==> src/rtl/palette_pkg.sv <==
// ---------------------------------------------------------------------------
// palette_pkg
//   Shared types, constants and helpers for the palette encoder slice.
//   rgb_t   : packed RGB888 value {R[23:16], G[15:8], B[7:0]}
//   pidx_t  : 4-bit palette index
//   state_t : encoder FSM states
// ---------------------------------------------------------------------------
package palette_pkg;

    typedef logic [23:0] rgb_t;
    typedef logic [3:0]  pidx_t;

    localparam int    PAL_SIZE        = 16;
    localparam pidx_t TRANSPARENT_IDX = 4'd0;
    localparam int    DIST_W          = 10;

    typedef logic [DIST_W-1:0] dist_t;

    // Entry 0 is reserved for the transparent code, so a search only ever
    // walks entries 1..15.
    localparam pidx_t FIRST_SEARCH_IDX = 4'd1;
    localparam pidx_t LAST_SEARCH_IDX  = 4'd15;

    // Larger than any real L1 distance (max 3*255 = 765), so the first
    // evaluated entry always becomes the initial best.
    localparam dist_t DIST_INIT = 10'h3FF;

    localparam rgb_t BLACK_RGB = 24'h000000;

    typedef enum logic [1:0] {
        ST_IDLE   = 2'd0,
        ST_SEARCH = 2'd1,
        ST_DONE   = 2'd2
    } state_t;

    // Unsigned absolute difference of two 8-bit channels.
    function automatic logic [7:0] abs_diff8(input logic [7:0] a, input logic [7:0] b);
        return (a >= b) ? (a - b) : (b - a);
    endfunction

endpackage

==> src/rtl/rgb_l1_dist.sv <==
// ---------------------------------------------------------------------------
// rgb_l1_dist
//   Purely combinational Manhattan (L1) distance between two RGB888 colours.
//   i_a, i_b : colours to compare
//   o_dist   : |dR| + |dG| + |dB|, 10 bits wide so the worst case (765)
//              is represented without truncation
// ---------------------------------------------------------------------------
module rgb_l1_dist
    import palette_pkg::*;
(
    input  rgb_t              i_a,
    input  rgb_t              i_b,
    output logic [DIST_W-1:0] o_dist
);

    logic [7:0] d_r;
    logic [7:0] d_g;
    logic [7:0] d_b;

    assign d_r = abs_diff8(i_a[23:16], i_b[23:16]);
    assign d_g = abs_diff8(i_a[15:8],  i_b[15:8]);
    assign d_b = abs_diff8(i_a[7:0],   i_b[7:0]);

    // Each channel is zero-extended before summing so no carry is lost.
    assign o_dist = DIST_W'(d_r) + DIST_W'(d_g) + DIST_W'(d_b);

endmodule

==> src/rtl/palette_encoder.sv <==
// ---------------------------------------------------------------------------
// palette_encoder
//   Maps an RGB888 pixel to the index of the nearest entry (L1 distance) in a
//   16-entry programmable palette. Entry 0 is the transparent code and is only
//   produced for a pure black pixel. A search walks entries 1..15, one per
//   clock, and exits early on an exact match.
//
//   i_clk        : clock, all state on the rising edge
//   i_rst_n      : asynchronous active-low reset
//   i_pal_we     : palette write strobe (accepted in any state)
//   i_pal_addr   : palette entry to write
//   i_pal_data   : RGB888 value to write
//   i_pix_valid  : input pixel valid
//   o_pix_ready  : encoder idle and able to take a pixel
//   i_pix_rgb    : pixel to encode
//   o_idx_valid  : result index valid (held until i_idx_ready)
//   i_idx_ready  : downstream accepts the result
//   o_idx        : nearest palette index
//   o_busy       : a pixel is being searched or its result is pending
// ---------------------------------------------------------------------------
module palette_encoder
    import palette_pkg::*;
(
    input  logic        i_clk,
    input  logic        i_rst_n,
    input  logic        i_pal_we,
    input  logic [3:0]  i_pal_addr,
    input  logic [23:0] i_pal_data,
    input  logic        i_pix_valid,
    output logic        o_pix_ready,
    input  logic [23:0] i_pix_rgb,
    output logic        o_idx_valid,
    input  logic        i_idx_ready,
    output logic [3:0]  o_idx,
    output logic        o_busy
);

    state_t state_q, state_d;
    rgb_t   pal_q [PAL_SIZE];
    rgb_t   pal_d [PAL_SIZE];
    rgb_t   pix_q, pix_d;
    pidx_t  k_q, k_d;
    pidx_t  best_idx_q, best_idx_d;
    dist_t  best_dist_q, best_dist_d;
    pidx_t  idx_q, idx_d;

    rgb_t   cur_entry;
    dist_t  cur_dist;

    // The search always compares the latched pixel against the registered
    // palette entry k, so a write lands in the search from the next cycle on.
    assign cur_entry = pal_q[k_q];

    rgb_l1_dist u_dist (
        .i_a    (pix_q),
        .i_b    (cur_entry),
        .o_dist (cur_dist)
    );

    // Next-state logic for the palette file, the search datapath and the FSM.
    always_comb begin
        state_d     = state_q;
        pix_d       = pix_q;
        k_d         = k_q;
        best_idx_d  = best_idx_q;
        best_dist_d = best_dist_q;
        idx_d       = idx_q;
        for (int i = 0; i < PAL_SIZE; i++) begin
            pal_d[i] = pal_q[i];
        end

        if (i_pal_we) begin
            pal_d[i_pal_addr] = i_pal_data;
        end

        case (state_q)
            ST_IDLE: begin
                if (i_pix_valid) begin
                    pix_d = i_pix_rgb;
                    if (i_pix_rgb == BLACK_RGB) begin
                        // Black short-circuits to the transparent code.
                        idx_d   = TRANSPARENT_IDX;
                        state_d = ST_DONE;
                    end else begin
                        k_d         = FIRST_SEARCH_IDX;
                        best_idx_d  = FIRST_SEARCH_IDX;
                        best_dist_d = DIST_INIT;
                        state_d     = ST_SEARCH;
                    end
                end
            end

            ST_SEARCH: begin
                // Strict compare: on a tie the earlier (lower) index is kept.
                if (cur_dist < best_dist_q) begin
                    best_idx_d  = k_q;
                    best_dist_d = cur_dist;
                end

                if (cur_dist == '0) begin
                    idx_d   = k_q;
                    state_d = ST_DONE;
                end else if (k_q == LAST_SEARCH_IDX) begin
                    // best_idx_d already includes the verdict on entry 15.
                    idx_d   = best_idx_d;
                    state_d = ST_DONE;
                end else begin
                    k_d = k_q + 4'd1;
                end
            end

            ST_DONE: begin
                if (i_idx_ready) begin
                    state_d = ST_IDLE;
                end
            end

            default: begin
                state_d = ST_IDLE;
            end
        endcase
    end

    // State registers; reset also wipes the palette and any in-flight pixel.
    always_ff @(posedge i_clk or negedge i_rst_n) begin
        if (!i_rst_n) begin
            state_q     <= ST_IDLE;
            pix_q       <= '0;
            k_q         <= '0;
            best_idx_q  <= '0;
            best_dist_q <= '0;
            idx_q       <= '0;
            for (int i = 0; i < PAL_SIZE; i++) begin
                pal_q[i] <= '0;
            end
        end else begin
            state_q     <= state_d;
            pix_q       <= pix_d;
            k_q         <= k_d;
            best_idx_q  <= best_idx_d;
            best_dist_q <= best_dist_d;
            idx_q       <= idx_d;
            for (int i = 0; i < PAL_SIZE; i++) begin
                pal_q[i] <= pal_d[i];
            end
        end
    end

    assign o_pix_ready = (state_q == ST_IDLE);
    assign o_idx_valid = (state_q == ST_DONE);
    assign o_busy      = (state_q == ST_SEARCH) || (state_q == ST_DONE);
    assign o_idx       = idx_q;

endmodule

==> config.mk <==
export PLATFORM = sky130hd
export DESIGN_NAME = palette_encoder
export DESIGN_NICKNAME = d
export VERILOG_FILES = /design/src/rtl/palette_pkg.sv /design/src/rtl/rgb_l1_dist.sv /design/src/rtl/palette_encoder.sv
export SDC_FILE = /design/constraint.sdc
export NUM_CORES = 1
export LEC_CHECK = 0
export CORE_MARGIN = 3
export CORE_UTILIZATION = 50
export DETAILED_ROUTE_END_ITERATION = 12
export PLACE_DENSITY_LB_ADDON = 0.12
export SYNTH_ARGS = -nofsm -noshare
export SYNTH_HDL_FRONTEND = slang
export SYNTH_SLANG_ARGS = --single-unit
==> constraint.sdc <==
create_clock -name i_clk -period 9.9 [get_ports i_clk]
set_input_delay 2.97 -clock i_clk [delete_from_list [all_inputs] [get_ports i_clk]]
set_output_delay 2.97 -clock i_clk [all_outputs]
set_load 0.02 [all_outputs]
==> summary.log <==
[outcome] outcome finished clean
[synthesis] sequential fraction of the synthesis area 0.483
[floorplan] Initial Util 0.513
[synthesis] mean instance size in the synthesized netlist 12.9 sq um
[flow_run] max-cap violations 0
[critical_path] cell type of the slowest stage on the worst timing path sky130_fd_sc_hd__o221ai_2
[placement] count of buffers inserted at the top-level ports 63
[clock_tree] Post-CTS Repair Setup Buffers 0
[global_route] global-route wire length before repair 86,500 um
[route] number of detailed-route iterations in the first pass 5
[critical_path] crit path from k_q[2]
[critical_path] largest fanout on the critical path 26
[critical_path] arrival time reported for the critical path endpoint 8.91 ns
[synthesis] post-synthesis sequential element count 432
[critical_path] element type at the critical path end flip-flop
[clock_tree] clock net sink count 432
[timing] setup TNS after final layout 0 ns
[synthesis] synthesized cell area 22,400 sq um
[synthesis] Unique masters post-synth 65
[clock_tree] H-tree depth reported by CTS 2
[finish] post-synthesis to final-layout area growth 12.7%
[global_route] vias in the first global route 14,600
[clock_tree] total of hold buffers inserted after clock tree synthesis 0
[critical_path] reg-to-reg startpoint k_q[2]
[critical_path] Critical Path RT 10.37 ns
[route] post-route antenna net violation count 0
[critical_path] Largest stage delay, worst path 0.52 ns
[clock_tree] clock root buffer sky130_fd_sc_hd__clkbuf_16
[route] remaining routing DRC violations 0
[critical_path] critical path class reg -> reg
[timing] slew at the pin closest to its max-slew limit 1.30 ns
[critical_path] CP Launch Type flip-flop
[finish] filler-free cell count of the finished design 2,381
[route] DR vias 14,100
[synthesis] cell accounting for the most synthesized area sky130_fd_sc_hd__dfrtp_1
[critical_path] total buffers and inverters traversed by the critical path 5
[synthesis] Most used DFF post-synth sky130_fd_sc_hd__dfrtp_1
[timing] final setup violating endpoints 0
[timing] Fin. Hold Viols 0
[route] total wirelength of the detailed-routed design 55,600 um
[placement] placer congestion estimate 0.818
[global_route] largest net degree at the start of global routing 174
[finish] commonest non-fill, non-tap cells in the layout sky130_fd_sc_hd__mux2_2, sky130_fd_sc_hd__dfrtp_1, sky130_fd_sc_hd__mux2i_1
[finish] layout filler cell count 3,542
[synthesis] Post-synth ARST share 1.00
[placement] minimum setup slack after placement 1.57 ns
[worst_hold_path] worst hold path startpoint best_dist_q[5]
[floorplan] row cnt 76
[route] Routed WL per cell 23.4 um
[route] post-DR vias/cell 5.90
[clock_tree] CTS-repair resized insts 0
[clock_tree] clock latency at the later pin of the worst-skew pair 0.60 ns
[timing] worst max-slew margin expressed relative to the limit 0.127
[clock_tree] clock tree from TritonCTS built
[timing] shortest period the worst path allows 8.44 ns
[floorplan] number of placed I/O pins 64
[finish] number of antenna cells inserted 0
[synthesis] net count of the mapped netlist 1,874
[timing] number of pins with negative max-slew slack in the final report 0
[finish] sequential cell area 10,800 sq um
[global_route] antenna violations before repair 1
[global_route] remaining global-route overflow 0
[finish] # nets final 1,897
[clock_tree] maximum buffer depth of the clock tree 3
[synthesis] number of flops mapped to enable cells by yosys 0
[timing] FMAX 119 MHz
[timing] WHS 0.500 ns
[placement] cell count after placement 2,293
[clock_tree] clock-pin transition on the worst setup and hold timing paths 0.06 ns
[floorplan] Vert. Die Dim 218 um
[finish] ratio of cells with drive above 1 in the final layout 0.340
[placement] half-perimeter wire length after detailed placement 33,500 um
[synthesis] Syn Inst Count 1,735
[floorplan] overall die width 218 um
[floorplan] Std-Cell Core Area 43,600 sq um
[finish] area used by multi-input combinational logic 10,900 sq um
[synthesis] fraction of post-synthesis cell area in the top cell type by area 0.483
[floorplan] die area 47,400 sq um
[timing] worst-case clock skew 0.0187 ns
[clock_tree] CTS Buf Count 48
[timing] unrepaired setup endpoints after global routing no
[global_route] Tot GR Track Use 0.238
[timing] share of the clock period used by the worst path after layout 0.852
[timing] smallest setup slack after layout 1.46 ns
[route] count of routing violations after the opening detailed-route iteration 846
[worst_hold_path] hold crit path type reg -> reg
[synthesis] number of warnings printed during yosys synthesis 0
[finish] most common cell after layout, fill and taps aside sky130_fd_sc_hd__mux2_2
[synthesis] leading cell types by total area after synthesis sky130_fd_sc_hd__dfrtp_1, sky130_fd_sc_hd__mux2_2, sky130_fd_sc_hd__mux4_2, sky130_fd_sc_hd__mux2i_1, sky130_fd_sc_hd__ha_1
[critical_path] largest delay contributor family on the critical path compound AO/OA/AOI/OAI gates
worst paths after layout:
check	end	slack (ns)	cells past startpoint
setup / recovery	best_dist_q[3]	1.46	35
hold / removal	best_dist_q[5]	0.50	1
setup reg to reg	best_dist_q[3]	1.46	35
hold reg to reg	best_dist_q[5]	0.50	1
max in group asynchronous	pal_q[236]	5.87	2
min in group asynchronous	pal_q[363]	2.44	1
routing by layer:
layer | global-route usage | share of wire | vias up
met5 | 0 | 0 | -
met4 | 0.0683 | 0.025 | 0
met3 | 0.0398 | 0.048 | 85
met2 | 0.396 | 0.48 | 272
met1 | 0.324 | 0.45 | 7333
li1 | - | - | 6365
synth_stat cells, types with 31 or more instances:
library cell,count
sky130_fd_sc_hd__a21oi_1,62
sky130_fd_sc_hd__clkbuf_1,92
sky130_fd_sc_hd__a221oi_1,31
sky130_fd_sc_hd__o21ai_0,53
sky130_fd_sc_hd__dfrtp_1,432
sky130_fd_sc_hd__nand2_1,44
sky130_fd_sc_hd__inv_1,82
sky130_fd_sc_hd__mux4_2,48
sky130_fd_sc_hd__mux2_2,430
sky130_fd_sc_hd__mux2i_1,96
sky130_fd_sc_hd__nor2_1,44
sky130_fd_sc_hd__ha_1,74
layout make-up:
cell class | count | share of cell area
Multi-Input combinational cell | 1106 | 0.432
Sequential cell | 432 | 0.428
Clock buffer | 75 | 0.0572
Timing Repair Buffer | 88 | 0.0341
Tap cell | 585 | 0.0290
Inverter | 82 | 0.0122
Clock inverter | 13 | 0.00714
state kept, by name (all words and copies together) (netlist names):
register	cells
state_q	2
k_q	4
best_idx_q	4
pal_q	384
o_idx	4
pix_q	24
best_dist_q	10
cells by family (layout without fill, tap and decap cells):
logic type,Yosys count,in the layout,share of synthesized area
adders and majority gates,82,82,0.0485
AOI/OAI and AO/OA,265,265,0.0808
muxes,574,574,0.307
buffers and inverters,197,258,0.0345
and+or+nand+nor,157,157,0.0349
xor gates and xnor gates,28,28,0.0113
DFF,432,432,0.483
stage by stage:
stage                      util  cell area, sq um
final                     0.578             25200
after global routing      0.578             25200
after CTS                 0.578             25200
after detailed placement  0.541             23600
after global placement    0.541             23600
after floorplan               -             22400
Power is not shown: default switching activity piles up to over one toggle a cycle in this logic, so the estimate is an artifact.
